<file path="src/rtl/timer_preset_loader.sv">
// timer_preset_loader
//   Keypad-side writer for the countdown timer's serial load port. Key digits
//   are collected into an M:SS entry buffer. On start, the buffer is checked.
//   A valid preset is then shifted into the timer over three loadn-low
//   cycles: minutes first, then tens of seconds, then ones of seconds.
//
// Parameters
//   MAX_TENS    largest legal tens-of-seconds digit
//   MAX_MINS    largest legal minutes digit
//
// Ports
//   clock       system clock, rising edge
//   clear       synchronous active-high reset
//   key_digit   BCD key digit, sampled when key_valid=1
//   key_valid   one-cycle strobe for a new key digit
//   start       one-cycle request to load the entered preset
//   cancel      one-cycle request to discard the entry
//   data_in     digit driven onto the timer's serial load input
//   loadn       active-low load strobe to the timer
//   entry_mins  entry buffer minutes digit, for display
//   entry_tens  entry buffer tens-of-seconds digit, for display
//   entry_ones  entry buffer ones-of-seconds digit, for display
//   busy        high while the load sequence runs
//   load_done   one-cycle pulse when the load completes
//   error       one-cycle pulse when a start is rejected
module timer_preset_loader #(
  parameter int MAX_TENS = 5,
  parameter int MAX_MINS = 9
) (
  input  logic       clock,
  input  logic       clear,
  input  logic [3:0] key_digit,
  input  logic       key_valid,
  input  logic       start,
  input  logic       cancel,
  output logic [3:0] data_in,
  output logic       loadn,
  output logic [3:0] entry_mins,
  output logic [3:0] entry_tens,
  output logic [3:0] entry_ones,
  output logic       busy,
  output logic       load_done,
  output logic       error
);

  localparam logic [2:0] IDLE = 3'd0;
  localparam logic [2:0] LD_M = 3'd1;
  localparam logic [2:0] LD_T = 3'd2;
  localparam logic [2:0] LD_S = 3'd3;
  localparam logic [2:0] DONE = 3'd4;

  localparam logic [3:0] MAX_TENS_D = 4'(MAX_TENS);
  localparam logic [3:0] MAX_MINS_D = 4'(MAX_MINS);

  logic [2:0] state;

  // A preset is loadable when each digit is in range and it is not 0:00.
  function automatic logic preset_ok(input logic [3:0] m,
                                     input logic [3:0] t,
                                     input logic [3:0] o);
    logic nonzero;
    nonzero   = (m != 4'd0) || (t != 4'd0) || (o != 4'd0);
    preset_ok = (t <= MAX_TENS_D) && (m <= MAX_MINS_D) && nonzero;
  endfunction

  // All outputs are registered. Each one is set on the transition into the
  // state that shows it, so that LD_M presents the minutes digit in the
  // first cycle after start is accepted.
  always_ff @(posedge clock) begin
    if (clear) begin
      state      <= IDLE;
      data_in    <= 4'd0;
      loadn      <= 1'b1;
      entry_mins <= 4'd0;
      entry_tens <= 4'd0;
      entry_ones <= 4'd0;
      busy       <= 1'b0;
      load_done  <= 1'b0;
      error      <= 1'b0;
    end else begin
      data_in   <= 4'd0;
      loadn     <= 1'b1;
      busy      <= 1'b0;
      load_done <= 1'b0;
      error     <= 1'b0;
      case (state)
        IDLE: begin
          // Only the highest-priority request is acted on in a given cycle.
          if (cancel) begin
            entry_mins <= 4'd0;
            entry_tens <= 4'd0;
            entry_ones <= 4'd0;
          end else if (start) begin
            if (preset_ok(entry_mins, entry_tens, entry_ones)) begin
              state   <= LD_M;
              loadn   <= 1'b0;
              data_in <= entry_mins;
              busy    <= 1'b1;
            end else begin
              error <= 1'b1;
            end
          end else if (key_valid && (key_digit <= 4'd9)) begin
            // Shift left. The old minutes digit is dropped.
            entry_mins <= entry_tens;
            entry_tens <= entry_ones;
            entry_ones <= key_digit;
          end
        end
        LD_M: begin
          state   <= LD_T;
          loadn   <= 1'b0;
          data_in <= entry_tens;
          busy    <= 1'b1;
        end
        LD_T: begin
          state   <= LD_S;
          loadn   <= 1'b0;
          data_in <= entry_ones;
          busy    <= 1'b1;
        end
        LD_S: begin
          state      <= DONE;
          load_done  <= 1'b1;
          entry_mins <= 4'd0;
          entry_tens <= 4'd0;
          entry_ones <= 4'd0;
        end
        DONE: begin
          state <= IDLE;
        end
        default: begin
          state <= IDLE;
        end
      endcase
    end
  end

endmodule
</file>
<file path="config.mk">
export PLATFORM = sky130hd
export DESIGN_NAME = timer_preset_loader
export DESIGN_NICKNAME = d
export VERILOG_FILES = /design/src/rtl/timer_preset_loader.sv
export SDC_FILE = /design/constraint.sdc
export NUM_CORES = 1
export LEC_CHECK = 0
export BUFFER_PORTS_ARGS = -buffer_cell sky130_fd_sc_hd__buf_2
export CORE_ASPECT_RATIO = 0.8
export CORE_MARGIN = 2
export CORE_UTILIZATION = 53
export CTS_BUF_LIST = sky130_fd_sc_hd__clkbuf_16
export DETAILED_ROUTE_END_ITERATION = 8
export HOLD_SLACK_MARGIN = 0.03
export PLACE_DENSITY = 0.82
export SLEW_MARGIN = 40
export SYNTH_ARGS = -nofsm -noshare
export SYNTH_HDL_FRONTEND = slang
export SYNTH_SLANG_ARGS = --single-unit
</file>
<file path="constraint.sdc">
create_clock -name clock -period 4.95 [get_ports clock]
set_input_delay 0.2475 -clock clock [delete_from_list [all_inputs] [get_ports clock]]
set_output_delay 0.2475 -clock clock [all_outputs]
set_load 0.005 [all_outputs]
</file>
# [After elaboration in Yosys (flattened, before gate mapping)]
# Index checks and enable logic that the tools add are counted.
[classes] magnitude_cmp=3 n_eq_ne=8 n_mux=29 bitwise=2 reduce_logical=14
[op_table] operator="two-way mux 4 bit" count=12
[op_table] operator="case mux 4 bit (2 select lines)" count=3
[op_table] operator="case mux 3 bit (4 select lines)" count=1
[op_table] operator="case mux 4 bit (3 select lines)" count=1
[op_table] operator="nonzero test 4 bit" count=3
[op_table] operator="two-way mux 3 bit" count=3
[op_table] operator="less-or-equal comparator 4 bit (second input constant)" count=2
[op_table] operator="two-way mux 1 bit" count=7
[op_table] operator="== test 3 x 2 -> 1 bit (second input constant)" count=2
[op_table] operator="inequality test 2 bit (second input constant)" count=3
[op_table] operator="inequality test 3 bit (second input constant)" count=2
[op_table] operator="AND reduction 3 bit" count=2
[op_table] operator="less-or-equal comparator 4 x 3 -> 1 bit (second input constant)" count=1
[op_table] operator="case mux 1 bit (2 select lines)" count=2
[op_table] operator="OR reduction 4 bit" count=1
[op_table] operator="== test 3 x 1 -> 1 bit (second input constant)" count=1
[op_table] operator="logical AND 1 bit" count=3
[op_table] operator="zero test 3 bit" count=1
[op_table] operator="logical OR 1 bit" count=2
[op_table] operator="inverter 1 bit" count=2
[op_table] operator="nonzero test 2 bit" count=1
[op_table] operator="OR reduction 2 bit" count=1
[totals] register_bits=23 input_bits=9 out_inout_bits=20

# [Depth between registers and ports, before layout]
[depth] depth_word=8 depth_mapped=5

# [Worst setup path after synthesis]
# Ideal clock, no wire load.
[synth_timing] path_type="register -> register" from="register entry_ones[1]" to="register state[0]" setup_ns=0.117 arrival_ns=1.754 path_slack_ns=3.079 path_stages_with_launch=5 n_path_buf=0 cell_sequence="dfxtp_1 > or4_1 > or4_1 > o41a_1 > a22o_1"
[synth_between] elab_chain_len=5
[synth_rtl] item="from (decl)" line_no="40" text="output logic [3:0] entry_ones,"
[synth_rtl] item="from (signal assigned)" line_no="106" text="entry_ones <= key_digit;"
[synth_rtl] item="nonzero test 4 bit" line_no="62" text="nonzero = (m != 4'd0) || (t != 4'd0) || (o != 4'd0);"
[synth_rtl] item="logical OR 1 bit" line_no="62"
[synth_rtl] item="logical AND 1 bit" line_no="63" text="preset_ok = (t <= MAX_TENS_D) && (m <= MAX_MINS_D) && nonzero;"
[synth_rtl] item="inequality test 2 bit (no source line)"
[synth_rtl] item="AND reduction 3 bit (no source line)"
[synth_rtl] item="to (signal assigned)" line_no="71" text="state <= IDLE;"
[synth_rtl] item="to (signal assigned)" line_no="95" text="state <= LD_M;"
[synth_rtl] item="to (signal assigned)" line_no="110" text="state <= LD_T;"
[synth_rtl] item="to (decl)" line_no="55" text="logic [2:0] state;"
# No other way between the ends.
# A chain may end at the register's enable or synchronous reset.

# [Worst setup path after layout]
# Ends and elaborated chain as after synthesis.

==> run metrics <==
Hold Path Class primary input to flip-flop; core area 0.00168 sq mm; H-tree Lvls 1; # DRC 0; Setup Crit Path Kind flip-flop to flip-flop; dpl cells 143; Max-cap violations 0; syn_area_per_cell 9.83 sq um; drt first-iter violations 56; CP max FO 5; endpoints failing setup 0; most common cell after layout, fill and taps aside buf_2; Die Area 0.00220 sq mm; Via density 6.22; total negative slack 0 ps; worst skew pair latency 260 ps; site row count 13; DRT antenna net count 0; DIE HEIGHT 42.3 um; crit share post-route 40.2%; VDD IR max 0.000295 V; Hold Violations, Final 0; hold depth 2; postcts setup bufs 0; DR pass1 iterations 4; Inserted Clock Buffers 3; Layout Nets 135; vias 915; Fmax achieved 0.503 GHz; CTS Hold Buffers Added 0; RSZ-0062 raised after global routing false; Startpoint Class flip-flop; worst-case reg-to-reg path depth 4; Worst-Margin Slew 681 ps; relative slew slack 54.6%; Die X 51.9 um; ant diodes 0; Worst-path clk slew 60 ps; CTS tree built; Final Slew Violations 0; routed wire length 2390 um; initial antenna violation count 0; synthesized instance count 99; post-cts resize count 0; I/O pin total 29; Finished Layout Cells 147; status finished, final reports clean; Root Driver clkbuf_16; starting density of the core 58.1%; PD cells 346 mW/mm^2; FF+latch count, synth 23; HPWL Detailed 1620 um; Cell Area, Synth 973 sq um; share of layout cells above drive strength 1 28.8%; skew final 2.54 ps; final worst hold slack 200 ps; number of global-route vias before repair 787; Port Buf Inserts 28; Tmin final 1990 ps; clk buf depth 2; sequential share of the synthesized area 47.3%; Area Growth Syn to Fin 23.5%; RePlAce Congestion 0.819; Avg WL per Cell 16.2 um; Unique masters post-synth 27; GRT overflow 0; first-pass GRT wire length 3750 um; Crit. End Element flip-flop; Yosys warnings 0; gr usage total 23.9%; Leakage 0.532 nW; critical path required time 5100 ps; Clock Sinks 23; syn_nets 108; CP Data Arrival Time 2140 ps; largest net degree at the start of global routing 15; Fill cells 143; most frequent cells in the layout 28 x buf_2, 23 x dfxtp_1, 15 x nor2b_1
-- sequential cells by signal, summed over array words and instances, names as in the netlist --
register and count:
data_in 4, entry_mins 4, entry_ones 4, entry_tens 4, state 3, busy 1
error 1, load_done 1, loadn 1
-- final timing paths --
check	startpoint	to	slack, ps
setup / recovery	entry_ones[1]$_SDFFE_PP0P_	state[0]$_SDFFE_PP0P_	2960
hold / removal	key_digit[0]	entry_ones[0]$_SDFFE_PP0P_	200
setup reg to reg	entry_ones[1]$_SDFFE_PP0P_	state[0]$_SDFFE_PP0P_	2960
hold reg to reg	entry_mins[3]$_SDFFE_PP0P_	data_in[3]$_SDFF_PP0_	540
-- cell type report --
cell class              count  area (sq um)  area share [%]
clock buffers               3          75.1            6.24
clock inverters             1          5.00           0.416
inverters                   1          3.75           0.312
multi-input cells          68           483            40.2
flip-flops and latches     23           460            38.3
well taps                  22          27.5            2.29
repair buffers             29           148            12.3
-- synth_stat cells --
cell type | instances | share of area [%]
nor3b_2 | 1 | 1.3
nand2_1 | 1 | 0.39
a2bb2oi_1 | 3 | 2.7
a22o_1 | 1 | 0.90
o21ai_0 | 1 | 0.51
nor4b_1 | 3 | 2.7
or2_1 | 1 | 0.64
nor3_1 | 2 | 1.0
a221oi_1 | 1 | 0.90
or3_1 | 1 | 0.64
nor2b_1 | 15 | 9.6
nand3_1 | 1 | 0.51
or2_2 | 2 | 1.3
dfxtp_1 | 23 | 47
clkbuf_1 | 7 | 2.7
inv_1 | 1 | 0.39
a21oi_1 | 2 | 1.0
nand2b_1 | 2 | 1.3
a31oi_1 | 1 | 0.64
o41a_1 | 1 | 1.2
a32o_1 | 12 | 12
a21o_1 | 1 | 0.77
a22oi_1 | 4 | 3.1
nor4_1 | 1 | 0.64
or2_0 | 2 | 1.3
or4_1 | 2 | 1.5
nor2_1 | 7 | 2.7
-- stage by stage --
stage | worst slack, ps | total power [W] | util [%] | area (sq um)
2_1_floorplan | 3080 | 0.000229 | - | 973
3_3_place_gp | 3040 | 0.000243 | 67.0 | 1120
3_5_place_dp | 2990 | 0.000245 | 67.0 | 1120
4_1_cts | 2980 | 0.000417 | 71.8 | 1200
5_1_grt | 2910 | 0.000429 | 71.8 | 1200
6_report | 2960 | 0.000416 | 71.8 | 1200
-- metal layers --
layer | wire (um) | part of all wire, % | track usage, % | vias to the layer above
li1 | - | - | - | 425
met1 | 1000 | 42 | 31.7 | 426
met2 | 1060 | 44 | 34.2 | 57
met3 | 266 | 11 | 7.86 | 7
met4 | 57 | 2.4 | 12.1 | 0
met5 | 0 | 0 | 0 | -
-- worst max-delay path: stages (launching register included) --
cell and delay (ps):
dfxtp_1 340, or4_1 530, or4_1 410, o41a_1 390, a22o_1 200
-- report_power, final --
| group | leakage (nW) | switching, W | internal, W |
|---|---|---|---|
| Clock | 0.0409 | 0.0000649 | 0.000109 |
| Combinational | 0.305 | 0.0000260 | 0.0000184 |
| Sequential | 0.186 | 0.00000594 | 0.000192 |
-- cell families after synthesis --
logic type	after synthesis	share of synthesized area, %
simple gates	41	25.6
flops	23	47.3
compound gates	27	24.0
buf+inv	8	3.08
No activity file was read; power rests on OpenSTA's default activity.
